File: src/rtl/vga_sprite_controller.sv
// VGA timing generator with up to N_SPRITES solid rectangles composited over a background colour.
// Define VGA_FRAME_LATCH_EN to double-buffer the register set and commit it at the start of vertical blank.

module vga_sprite_regs #(
    parameter int N_SPRITES = 8,
    parameter int COORD_W   = 11
) (
    input  logic                 clk,
    input  logic                 rst,
    input  logic                 wr_en,
    input  logic [7:0]           wr_addr,
    input  logic [31:0]          wr_data,
`ifdef VGA_FRAME_LATCH_EN
    input  logic                 commit,
`endif
    output logic [N_SPRITES-1:0] mask,
    output logic [23:0]          bg,
    output logic [COORD_W-1:0]   x0  [N_SPRITES],
    output logic [COORD_W-1:0]   y0  [N_SPRITES],
    output logic [COORD_W-1:0]   w   [N_SPRITES],
    output logic [COORD_W-1:0]   h   [N_SPRITES],
    output logic [23:0]          col [N_SPRITES]
);
    localparam logic [23:0] BG_RST = 24'h150088;

    // *_s is the set that writes modify; *_n is that set with this cycle's write applied
    logic [N_SPRITES-1:0] mask_s, mask_n;
    logic [23:0]          bg_s, bg_n;
    logic [COORD_W-1:0]   x0_s [N_SPRITES], x0_n [N_SPRITES];
    logic [COORD_W-1:0]   y0_s [N_SPRITES], y0_n [N_SPRITES];
    logic [COORD_W-1:0]   w_s  [N_SPRITES], w_n  [N_SPRITES];
    logic [COORD_W-1:0]   h_s  [N_SPRITES], h_n  [N_SPRITES];
    logic [23:0]          col_s [N_SPRITES], col_n [N_SPRITES];

    logic unused_data_hi;
    assign unused_data_hi = ^wr_data[31:24];

    always_comb begin
        mask_n = mask_s;
        bg_n   = bg_s;
        for (int i = 0; i < N_SPRITES; i++) begin
            x0_n[i]  = x0_s[i];
            y0_n[i]  = y0_s[i];
            w_n[i]   = w_s[i];
            h_n[i]   = h_s[i];
            col_n[i] = col_s[i];
        end
        if (wr_en) begin
            if (wr_addr == 8'h00) mask_n = wr_data[N_SPRITES-1:0];
            if (wr_addr == 8'h01) bg_n = wr_data[23:0];
            for (int i = 0; i < N_SPRITES; i++) begin
                if (wr_addr[7:3] == 5'(i + 1)) begin
                    case (wr_addr[2:0])
                        3'd0:    x0_n[i]  = wr_data[COORD_W-1:0];
                        3'd1:    y0_n[i]  = wr_data[COORD_W-1:0];
                        3'd2:    w_n[i]   = wr_data[COORD_W-1:0];
                        3'd3:    h_n[i]   = wr_data[COORD_W-1:0];
                        3'd4:    col_n[i] = wr_data[23:0];
                        default: ;
                    endcase
                end
            end
        end
    end

`ifdef VGA_FRAME_LATCH_EN
    always_ff @(posedge clk) begin
        if (rst) begin
            mask_s <= '0;
            bg_s   <= BG_RST;
            for (int i = 0; i < N_SPRITES; i++) begin
                x0_s[i]  <= '0;
                y0_s[i]  <= '0;
                w_s[i]   <= '0;
                h_s[i]   <= '0;
                col_s[i] <= '0;
            end
        end else begin
            mask_s <= mask_n;
            bg_s   <= bg_n;
            for (int i = 0; i < N_SPRITES; i++) begin
                x0_s[i]  <= x0_n[i];
                y0_s[i]  <= y0_n[i];
                w_s[i]   <= w_n[i];
                h_s[i]   <= h_n[i];
                col_s[i] <= col_n[i];
            end
        end
    end

    // Committing *_n lets a write coinciding with the boundary land in this frame
    always_ff @(posedge clk) begin
        if (rst) begin
            mask <= '0;
            bg   <= BG_RST;
            for (int i = 0; i < N_SPRITES; i++) begin
                x0[i]  <= '0;
                y0[i]  <= '0;
                w[i]   <= '0;
                h[i]   <= '0;
                col[i] <= '0;
            end
        end else if (commit) begin
            mask <= mask_n;
            bg   <= bg_n;
            for (int i = 0; i < N_SPRITES; i++) begin
                x0[i]  <= x0_n[i];
                y0[i]  <= y0_n[i];
                w[i]   <= w_n[i];
                h[i]   <= h_n[i];
                col[i] <= col_n[i];
            end
        end
    end
`else
    always_comb begin
        mask_s = mask;
        bg_s   = bg;
        for (int i = 0; i < N_SPRITES; i++) begin
            x0_s[i]  = x0[i];
            y0_s[i]  = y0[i];
            w_s[i]   = w[i];
            h_s[i]   = h[i];
            col_s[i] = col[i];
        end
    end

    always_ff @(posedge clk) begin
        if (rst) begin
            mask <= '0;
            bg   <= BG_RST;
            for (int i = 0; i < N_SPRITES; i++) begin
                x0[i]  <= '0;
                y0[i]  <= '0;
                w[i]   <= '0;
                h[i]   <= '0;
                col[i] <= '0;
            end
        end else begin
            mask <= mask_n;
            bg   <= bg_n;
            for (int i = 0; i < N_SPRITES; i++) begin
                x0[i]  <= x0_n[i];
                y0[i]  <= y0_n[i];
                w[i]   <= w_n[i];
                h[i]   <= h_n[i];
                col[i] <= col_n[i];
            end
        end
    end
`endif

endmodule

module vga_sprite_controller #(
    parameter int H_ACTIVE  = 640,
    parameter int H_FP      = 16,
    parameter int H_SYNC    = 96,
    parameter int H_BP      = 48,
    parameter int V_ACTIVE  = 480,
    parameter int V_FP      = 10,
    parameter int V_SYNC    = 2,
    parameter int V_BP      = 33,
    parameter bit SYNC_POL  = 1'b0,
    parameter int N_SPRITES = 8,
    parameter int COORD_W   = 11
) (
    input  logic        iVGA_CLK,
    input  logic        iRST,
    input  logic        iWR_EN,
    input  logic [7:0]  iWR_ADDR,
    input  logic [31:0] iWR_DATA,
    output logic        oBLANK_n,
    output logic        oHS,
    output logic        oVS,
    output logic [7:0]  b_data,
    output logic [7:0]  g_data,
    output logic [7:0]  r_data,
    output logic        oFRAME
);
    localparam int H_TOTAL = H_ACTIVE + H_FP + H_SYNC + H_BP;
    localparam int V_TOTAL = V_ACTIVE + V_FP + V_SYNC + V_BP;

    localparam logic [COORD_W-1:0] H_LAST = COORD_W'(H_TOTAL - 1);
    localparam logic [COORD_W-1:0] V_LAST = COORD_W'(V_TOTAL - 1);
    localparam logic [COORD_W-1:0] H_ACT  = COORD_W'(H_ACTIVE);
    localparam logic [COORD_W-1:0] V_ACT  = COORD_W'(V_ACTIVE);
    localparam logic [COORD_W-1:0] HS_BEG = COORD_W'(H_ACTIVE + H_FP);
    localparam logic [COORD_W-1:0] HS_END = COORD_W'(H_ACTIVE + H_FP + H_SYNC);
    localparam logic [COORD_W-1:0] VS_BEG = COORD_W'(V_ACTIVE + V_FP);
    localparam logic [COORD_W-1:0] VS_END = COORD_W'(V_ACTIVE + V_FP + V_SYNC);

    logic [N_SPRITES-1:0] mask;
    logic [23:0]          bg;
    logic [COORD_W-1:0]   x0  [N_SPRITES];
    logic [COORD_W-1:0]   y0  [N_SPRITES];
    logic [COORD_W-1:0]   w   [N_SPRITES];
    logic [COORD_W-1:0]   h   [N_SPRITES];
    logic [23:0]          col [N_SPRITES];

    logic [COORD_W-1:0]   h_cnt, v_cnt;
    logic                 at_frame, act_c, hs_c, vs_c;
    logic [N_SPRITES-1:0] hit_c;
    logic                 act_q, hs_q, vs_q, frm_q;
    logic [N_SPRITES-1:0] hit_q;
    logic [23:0]          pix_c;

    vga_sprite_regs #(
        .N_SPRITES (N_SPRITES),
        .COORD_W   (COORD_W)
    ) u_regs (
        .clk     (iVGA_CLK),
        .rst     (iRST),
        .wr_en   (iWR_EN),
        .wr_addr (iWR_ADDR),
        .wr_data (iWR_DATA),
`ifdef VGA_FRAME_LATCH_EN
        .commit  (at_frame),
`endif
        .mask    (mask),
        .bg      (bg),
        .x0      (x0),
        .y0      (y0),
        .w       (w),
        .h       (h),
        .col     (col)
    );

    // S0: raster position
    always_ff @(posedge iVGA_CLK) begin
        if (iRST) begin
            h_cnt <= '0;
            v_cnt <= '0;
        end else if (h_cnt == H_LAST) begin
            h_cnt <= '0;
            v_cnt <= (v_cnt == V_LAST) ? '0 : v_cnt + COORD_W'(1);
        end else begin
            h_cnt <= h_cnt + COORD_W'(1);
        end
    end

    // Bounds are widened by one bit so rectangles running off the edge clip instead of wrapping
    always_comb begin
        at_frame = (h_cnt == '0) && (v_cnt == V_ACT);
        act_c    = (h_cnt < H_ACT) && (v_cnt < V_ACT);
        hs_c     = (h_cnt >= HS_BEG && h_cnt < HS_END) ? SYNC_POL : ~SYNC_POL;
        vs_c     = (v_cnt >= VS_BEG && v_cnt < VS_END) ? SYNC_POL : ~SYNC_POL;
        hit_c    = '0;
        for (int i = 0; i < N_SPRITES; i++) begin
            hit_c[i] = mask[i]
                && ({1'b0, h_cnt} >= {1'b0, x0[i]})
                && ({1'b0, h_cnt} <  ({1'b0, x0[i]} + {1'b0, w[i]}))
                && ({1'b0, v_cnt} >= {1'b0, y0[i]})
                && ({1'b0, v_cnt} <  ({1'b0, y0[i]} + {1'b0, h[i]}));
        end
    end

    // S1: hit vector and timing flags
    always_ff @(posedge iVGA_CLK) begin
        if (iRST) begin
            hit_q <= '0;
            act_q <= 1'b0;
            hs_q  <= ~SYNC_POL;
            vs_q  <= ~SYNC_POL;
            frm_q <= 1'b0;
        end else begin
            hit_q <= hit_c;
            act_q <= act_c;
            hs_q  <= hs_c;
            vs_q  <= vs_c;
            frm_q <= at_frame;
        end
    end

    always_comb begin
        pix_c = bg;
        for (int i = N_SPRITES - 1; i >= 0; i--) begin
            if (hit_q[i]) pix_c = col[i];
        end
        if (!act_q) pix_c = '0;
    end

    // S2: output register
    always_ff @(posedge iVGA_CLK) begin
        if (iRST) begin
            {b_data, g_data, r_data} <= '0;
            oBLANK_n <= 1'b0;
            oHS      <= ~SYNC_POL;
            oVS      <= ~SYNC_POL;
            oFRAME   <= 1'b0;
        end else begin
            {b_data, g_data, r_data} <= pix_c;
            oBLANK_n <= act_q;
            oHS      <= hs_q;
            oVS      <= vs_q;
            oFRAME   <= frm_q;
        end
    end

endmodule

File: config.mk
export PLATFORM = sky130hd
export DESIGN_NAME = vga_sprite_controller
export DESIGN_NICKNAME = d
export VERILOG_FILES = /design/src/rtl/vga_sprite_controller.sv
export SDC_FILE = /design/constraint.sdc
export NUM_CORES = 2
export LEC_CHECK = 0
export CAP_MARGIN = 25
export CORE_MARGIN = 2
export CORE_UTILIZATION = 64
export DETAILED_ROUTE_END_ITERATION = 8
export GPL_TIMING_DRIVEN = 0
export PLACE_DENSITY = 0.8
export SYNTH_ARGS = -nofsm -noshare
export SYNTH_HDL_FRONTEND = slang
export SYNTH_SLANG_ARGS = --single-unit
File: constraint.sdc
create_clock -name iVGA_CLK -period 3.85 [get_ports iVGA_CLK]
set_clock_uncertainty 0.2 [all_clocks]
set_input_delay 0.77 -clock iVGA_CLK [delete_from_list [all_inputs] [get_ports iVGA_CLK]]
set_output_delay 0.77 -clock iVGA_CLK [all_outputs]
set_load 0.05 [all_outputs]
# Word-level counts from Yosys, hierarchy flattened

Cells that the tools add are included.

Register bits after elaboration: 638
Input port bits: 43
Output and inout bits: 28
Logic and storage cells: 223

$add $sub $neg: 18
Magnitude comparators: 38
Equality and inequality tests: 16
Multiplexer cells: 11
Bitwise operators: 1
Reductions and logical operators: 83

Operators by type and width:

| operator                                                                              | number |
|---|---|
| 11-bit by 11-bit adder with 12-bit output                                             | 16 |
| 11-bit by 12-bit less-than comparator with 1-bit output                               | 16 |
| 24-bit two-way mux                                                                    | 8 |
| 11-bit greater-or-equal comparator                                                    | 16 |
| 3-bit AND reduction                                                                   | 40 |
| 1-bit logical AND                                                                     | 36 |
| 11-bit by 1-bit adder with 11-bit output, second input constant                       | 2 |
| 11-bit by 10-bit == test with 1-bit output, second input constant                     | 2 |
| 11-bit by 10-bit less-than comparator with 1-bit output, second input constant        | 2 |
| 11-bit by 9-bit less-than comparator with 1-bit output, second input constant         | 2 |
| 5-bit by 3-bit == test with 1-bit output, second input constant                       | 4 |
| 11-bit by 9-bit == test with 1-bit output, second input constant                      | 1 |
| 11-bit by 10-bit greater-or-equal comparator with 1-bit output, second input constant | 1 |
| 11-bit by 9-bit greater-or-equal comparator with 1-bit output, second input constant  | 1 |
| 11-bit logical NOT                                                                    | 1 |
| 11-bit two-way mux                                                                    | 1 |
| 5-bit by 2-bit == test with 1-bit output, second input constant                       | 2 |
| 8-bit by 1-bit == test with 1-bit output, second input constant                       | 1 |
| 8-bit logical NOT                                                                     | 1 |
| 3-bit by 2-bit == test with 1-bit output, second input constant                       | 2 |
| 5-bit by 1-bit == test with 1-bit output, second input constant                       | 1 |
| 5-bit by 4-bit == test with 1-bit output, second input constant                       | 1 |
| 2-bit AND reduction                                                                   | 2 |
| 2-bit OR reduction                                                                    | 2 |
| 5 further kinds                                                                       | 6 |

# Longest topological paths before layout

Depth in word-level cells: 8
Mapped depth: 16
Gate-level depth less buffers: 16

# Cells and area by module

From an unflattened synthesis, not the netlist that was laid out.

Cell total of the unflattened synthesis: 4431
Area total of the unflattened synthesis: 41349.7 um2

By module, submodules not included:

| module                | instances | cells each | area an instance (um2) | seq. area each (um2) |
|---|---|---|---|---|
| vga_sprite_regs       | 1         | 2009       | 22267.6                | 11531.1 |
| vga_sprite_controller | 1         | 2422       | 19082.1                | 1241.2 |

# Worst setup path after synthesis

Ideal clock, no wire load.

Kind: register to register
From: reg u_regs.y0[66] (netlist bit)
To: reg hit_q[1]
Setup time: 0.092 ns
Arrival: 3.037 ns
Data required time: 3.558 ns
Path slack: 0.521 ns
Stages on the path, launching flop included: 16
Buffers on the path: 0
Clock period less this slack: 3.329 ns
Cells stage by stage: dfxtp_1 > ha_1 > inv_1 > fa_1 > nor2b_1 > o21ai_0 > a21boi_0 > o211ai_1 > o311a_1 > ha_1 > or4_1 > a21oi_1 > o21ai_0 > a21oi_1 > a311oi_1 > nor4_1

Word-level cells in the longest chain between the ends: 3
Elaborated cells between the ends (all ways): 5
Those cells by class: add/sub: 1; order compare: 2; reduce/logical: 2

Ends and longest elaborated chain:

| what                                                                                            | RTL line | RTL |
|---|---|---|
| start: declaration                                                                              | 19       | `output logic [COORD_W-1:0] y0 [N_SPRITES],` |
| start signal: indexed assignment                                                                | 144      | `y0[i] <= y0_n[i];` |
| 11-bit by 11-bit adder with 12-bit output or 11-bit greater-or-equal comparator (tied branches) | 254, 253 |  |
| 11-bit by 12-bit less-than comparator with 1-bit output or 1-bit logical AND (tied branches)    | 254, 253 |  |
| 1-bit logical AND *                                                                             | 254      | `&& ({1'b0, v_cnt} < ({1'b0, y0[i]} + {1'b0, h[i]}));` |
| end signal: assignment                                                                          | 267      | `hit_q <= hit_c;` |
| end: declaration                                                                                | 205      | `logic [N_SPRITES-1:0] hit_q;` |

Every way passes the cells marked *; elsewhere a longest branch is shown, timed or not.
A chain may end at the register's enable or synchronous reset.

# Final worst setup path

From: reg v_cnt[0]
To: reg hit_q[1]

Word-level cells in the longest chain between the ends: 3
Elaborated cells between the ends (all ways): 4
Those cells by class: order compare: 2; reduce/logical: 2

Ends and longest elaborated chain:

| what                               | RTL line | RTL |
|---|---|---|
| start: declaration                 | 201      | `logic [COORD_W-1:0] h_cnt, v_cnt;` |
| start signal: assignment           | 236      | `v_cnt <= (v_cnt == V_LAST) ? '0 : v_cnt + COORD_W'(1);` |
| 11-bit greater-or-equal comparator | 253      | `&& ({1'b0, v_cnt} >= {1'b0, y0[i]})` |
| 1-bit logical AND                  | 253      |  |
| 1-bit logical AND *                | 254      |  |

Marked as above.

==> reports/results.ini <==
[worst_setup_path]
arrival_ps = 4160
startpoint_type = flop
crit_required_ps = 4140
crit_start = v_cnt[0]$_SDFFE_PP0P_
r2r-start = v_cnt[0]$_SDFFE_PP0P_
cp-end-kind = flop
critical_path_class = flop to flop
cp_slowest_stage_delay_ps = 680
crit_path_top_delay_cell = a221oi_2
regToRegSetupSlack_ps = -10
cp_max_fo = 10
crit_chain = clkbuf_2, inv_1, ha_1, nand2b_1, a21o_1, a211oi_1, o21ai_0, a221oi_2, nor4_2

[synth]
ys.flop_type = dfxtp_1
synth_top_area_share_pct = 32.3
yosysUniqueCellTypes = 77
ys_ff_latch = 638
async_flop_share_pct = 0
synthTopCellsByCount = nand2_1, a21oi_1, dfxtp_1
syn_avg_cell_area_sq_um = 7.89
syn-num-nets = 5588
yosys_warnings = 0
netlist.top_cell.by_area = dfxtp_1
synth-edff-count = 0
netlist_area_sq_mm = 0.0396
netlist_instances = 5013
synth_area_leaders = dfxtp_1, ha_1, a21oi_1, nand2_1, nand3_1
yosysSeqAreaShare_pct = 32.3
synth_most_common_cell = nand2_1

[min_path]
worstHoldStart = vs_q$_SDFF_PP1_
min_path_type = flop to flop

[cells_and_area]
final_util_pct = 72.2
fin_nets = 5739
fin_cells = 6010
drive_gt1_share_pct = 6.42
area.growth.synth_to_final_pct = 12.0

[floorplan]
rows = 91
die_x_um = 253
io_pins = 71
start_util_pct = 64.5
dieArea_sq_mm = 0.0638
die_y_um = 253
core_area_sq_mm = 0.0614

[clock_network]
cts_max_level = 3
cts_tree = yes
hold_buffers = 0
clock_latency_ps = 640
cts_inserted_buffers = 70
clock-sinks = 638
cts_root_buf = clkbuf_16
clockBufferDepth = 3
clkTransAtPathRegs_ps = 60

[sta]
rsz0062_at_grt = yes
setup_violations = 1
fin_crit_sh_pct = 100
drv_slew = 0
max_slew_margin_pct = 18.8
worst_slew_pin_slew_ps = 1220
period_needed_ps = 3860
hold_viol_final = 0
fin_ws_ps = -12.8
fmax_mhz = 259
holdWs_ps = 209

[global_routing]
grt_max_degree = 23
grt-ovfl-total = 0
grt_usage_pct = 41.3
antenna_found_initial = 2
grt_first_pass_wirelength_mm = 202
grt_pass1_vias = 35500

[placed_design]
placedCellCount = 5872
place_hpwl_mm = 97.6
post-place-ws_ps = -662
io_buffers = 38
gp_congestion = 0.962

[power]
power.share.switching_pct = 25.4
vdd_drop_max_uv = 329
p_sw_mw = 3.72
power_mw = 14.7
leakagePower_nw = 16.8
clockPowerShare_pct = 48.8
pwr_density_cell_mw_per_mm2 = 331
internal_power_mw = 10.9
comb_power_share_pct = 5.9
seq_power_share_pct = 45.3

[detailed_routing]
drt-pass1-iter-count = 5
viasPerCell = 6.44
routedWlPerCell_um = 22.5
totalWireLength_mm = 135
ant_nets = 0
drc = 0
dr_total_vias = 38700
initialDrtViolationCount = 4588

[status]
status = complete, but fails checks
violations = setup timing

[run]
drv_cap = 0

-- flip-flops by register name (all words and copies together), names as in the netlist, 11 cells and up --
| signal | cells |
|---|---|
| h_cnt | 11 |
| u_regs.bg | 24 |
| u_regs.col | 192 |
| u_regs.h | 88 |
| u_regs.w | 88 |
| u_regs.x0 | 88 |
| u_regs.y0 | 88 |
| v_cnt | 11 |
-- cells in the final DEF, fill, tap and decap left out, types with 27 or more instances in the layout --
| master | instances |
|---|---|
| nand2_1 | 851 |
| a21oi_1 | 723 |
| dfxtp_1 | 628 |
| ha_1 | 514 |
| nand3_1 | 361 |
| inv_1 | 294 |
| clkbuf_1 | 235 |
| nor2_1 | 194 |
| o21ai_0 | 131 |
| xor2_1 | 92 |
| mux2i_1 | 90 |
| nor3_1 | 86 |
| clkbuf_16 | 70 |
| a21o_1 | 66 |
| buf_2 | 61 |
| xnor2_1 | 52 |
| nor2b_1 | 48 |
| nand2b_1 | 46 |
| clkdlybuf4s50_1 | 38 |
| o21a_1 | 34 |
| a211oi_1 | 30 |
| a221oi_1 | 29 |
| o211ai_1 | 27 |
| a221o_1 | 27 |
-- power groups by stage --
stage / sequential, mW / clock, mW / combinational, mW
2_1_floorplan: 6.79 / 0 / 0.372
3_3_place_gp: 6.79 / 0 / 0.734
3_5_place_dp: 6.78 / 0 / 0.788
4_1_cts: 6.64 / 7.13 / 0.798
5_1_grt: 6.63 / 7.38 / 0.871
6_report: 6.64 / 7.16 / 0.863
-- final timing paths --
path / to / cells after the start
setup / recovery: hit_q[1]$_SDFF_PP0_ / 9
hold / removal: oVS$_SDFF_PP1_ / 1
setup reg to reg: hit_q[1]$_SDFF_PP0_ / 9
hold reg to reg: oVS$_SDFF_PP1_ / 1
-- worst max-delay path: cells and delay by family (launching register included) --
family / cells / cell delay [ps]
adder cells (fa/ha/maj): 1 / 430
buffers and inverters: 2 / 920
flip-flops: 1 / 630
AND/OR/NAND/NOR: 2 / 260
AO/OA/AOI/OAI: 4 / 1260
-- cells by family after synthesis --
kind of cell    after synthesis  synth area share (%)
simple gates               1735                  19.7
flops                       638                  32.3
buf+inv                     613                  6.14
fa+ha+maj                   532                  17.1
compound gates             1237                  18.5
mux                         114                  3.15
xor+xnor                    144                  3.19
-- stage by stage --
stage	cell area (sq um)	setup TNS (ps)
after floorplan	39600	0
after global placement	40900	-23570
after detailed placement	41500	-10970
after CTS	44000	0
after global routing	44300	-287
final	44300	-12.8
-- timing repair --
| action | 4_1_cts | 5_1_grt |
|---|---|---|
| setup buffers | 1 | 3 |
| setup endpoints to repair | 7 | 5 |
| pin swaps | 4 | 14 |
| resized for setup | 24 | 29 |
-- area by class of cell --
| type | count | area (sq um) |
|---|---|---|
| fill | 4831 | 17100 |
| multi-input combinational | 3762 | 24600 |
| timing repair buffer | 79 | 1080 |
| sequential | 638 | 12800 |
| buffer | 319 | 1330 |
| clock inverter | 35 | 478 |
| tap | 790 | 988 |
| clock buffer | 91 | 1950 |
| antenna | 2 | 5.00 |
| inverter | 294 | 1100 |
-- layer usage --
| metal | global-route usage (%) | routed length, um | part of all wire, % | vias to the layer above |
|---|---|---|---|---|
| li1 | - | - | - | 17800 |
| met1 | 53.0 | 51800 | 38 | 18100 |
| met2 | 63.1 | 57600 | 43 | 2242 |
| met3 | 8.84 | 16300 | 12 | 537 |
| met4 | 26.1 | 9510 | 7.0 | 4 |
| met5 | 0 | 24 | 0.018 | - |
(Power assumes the default switching activity.)
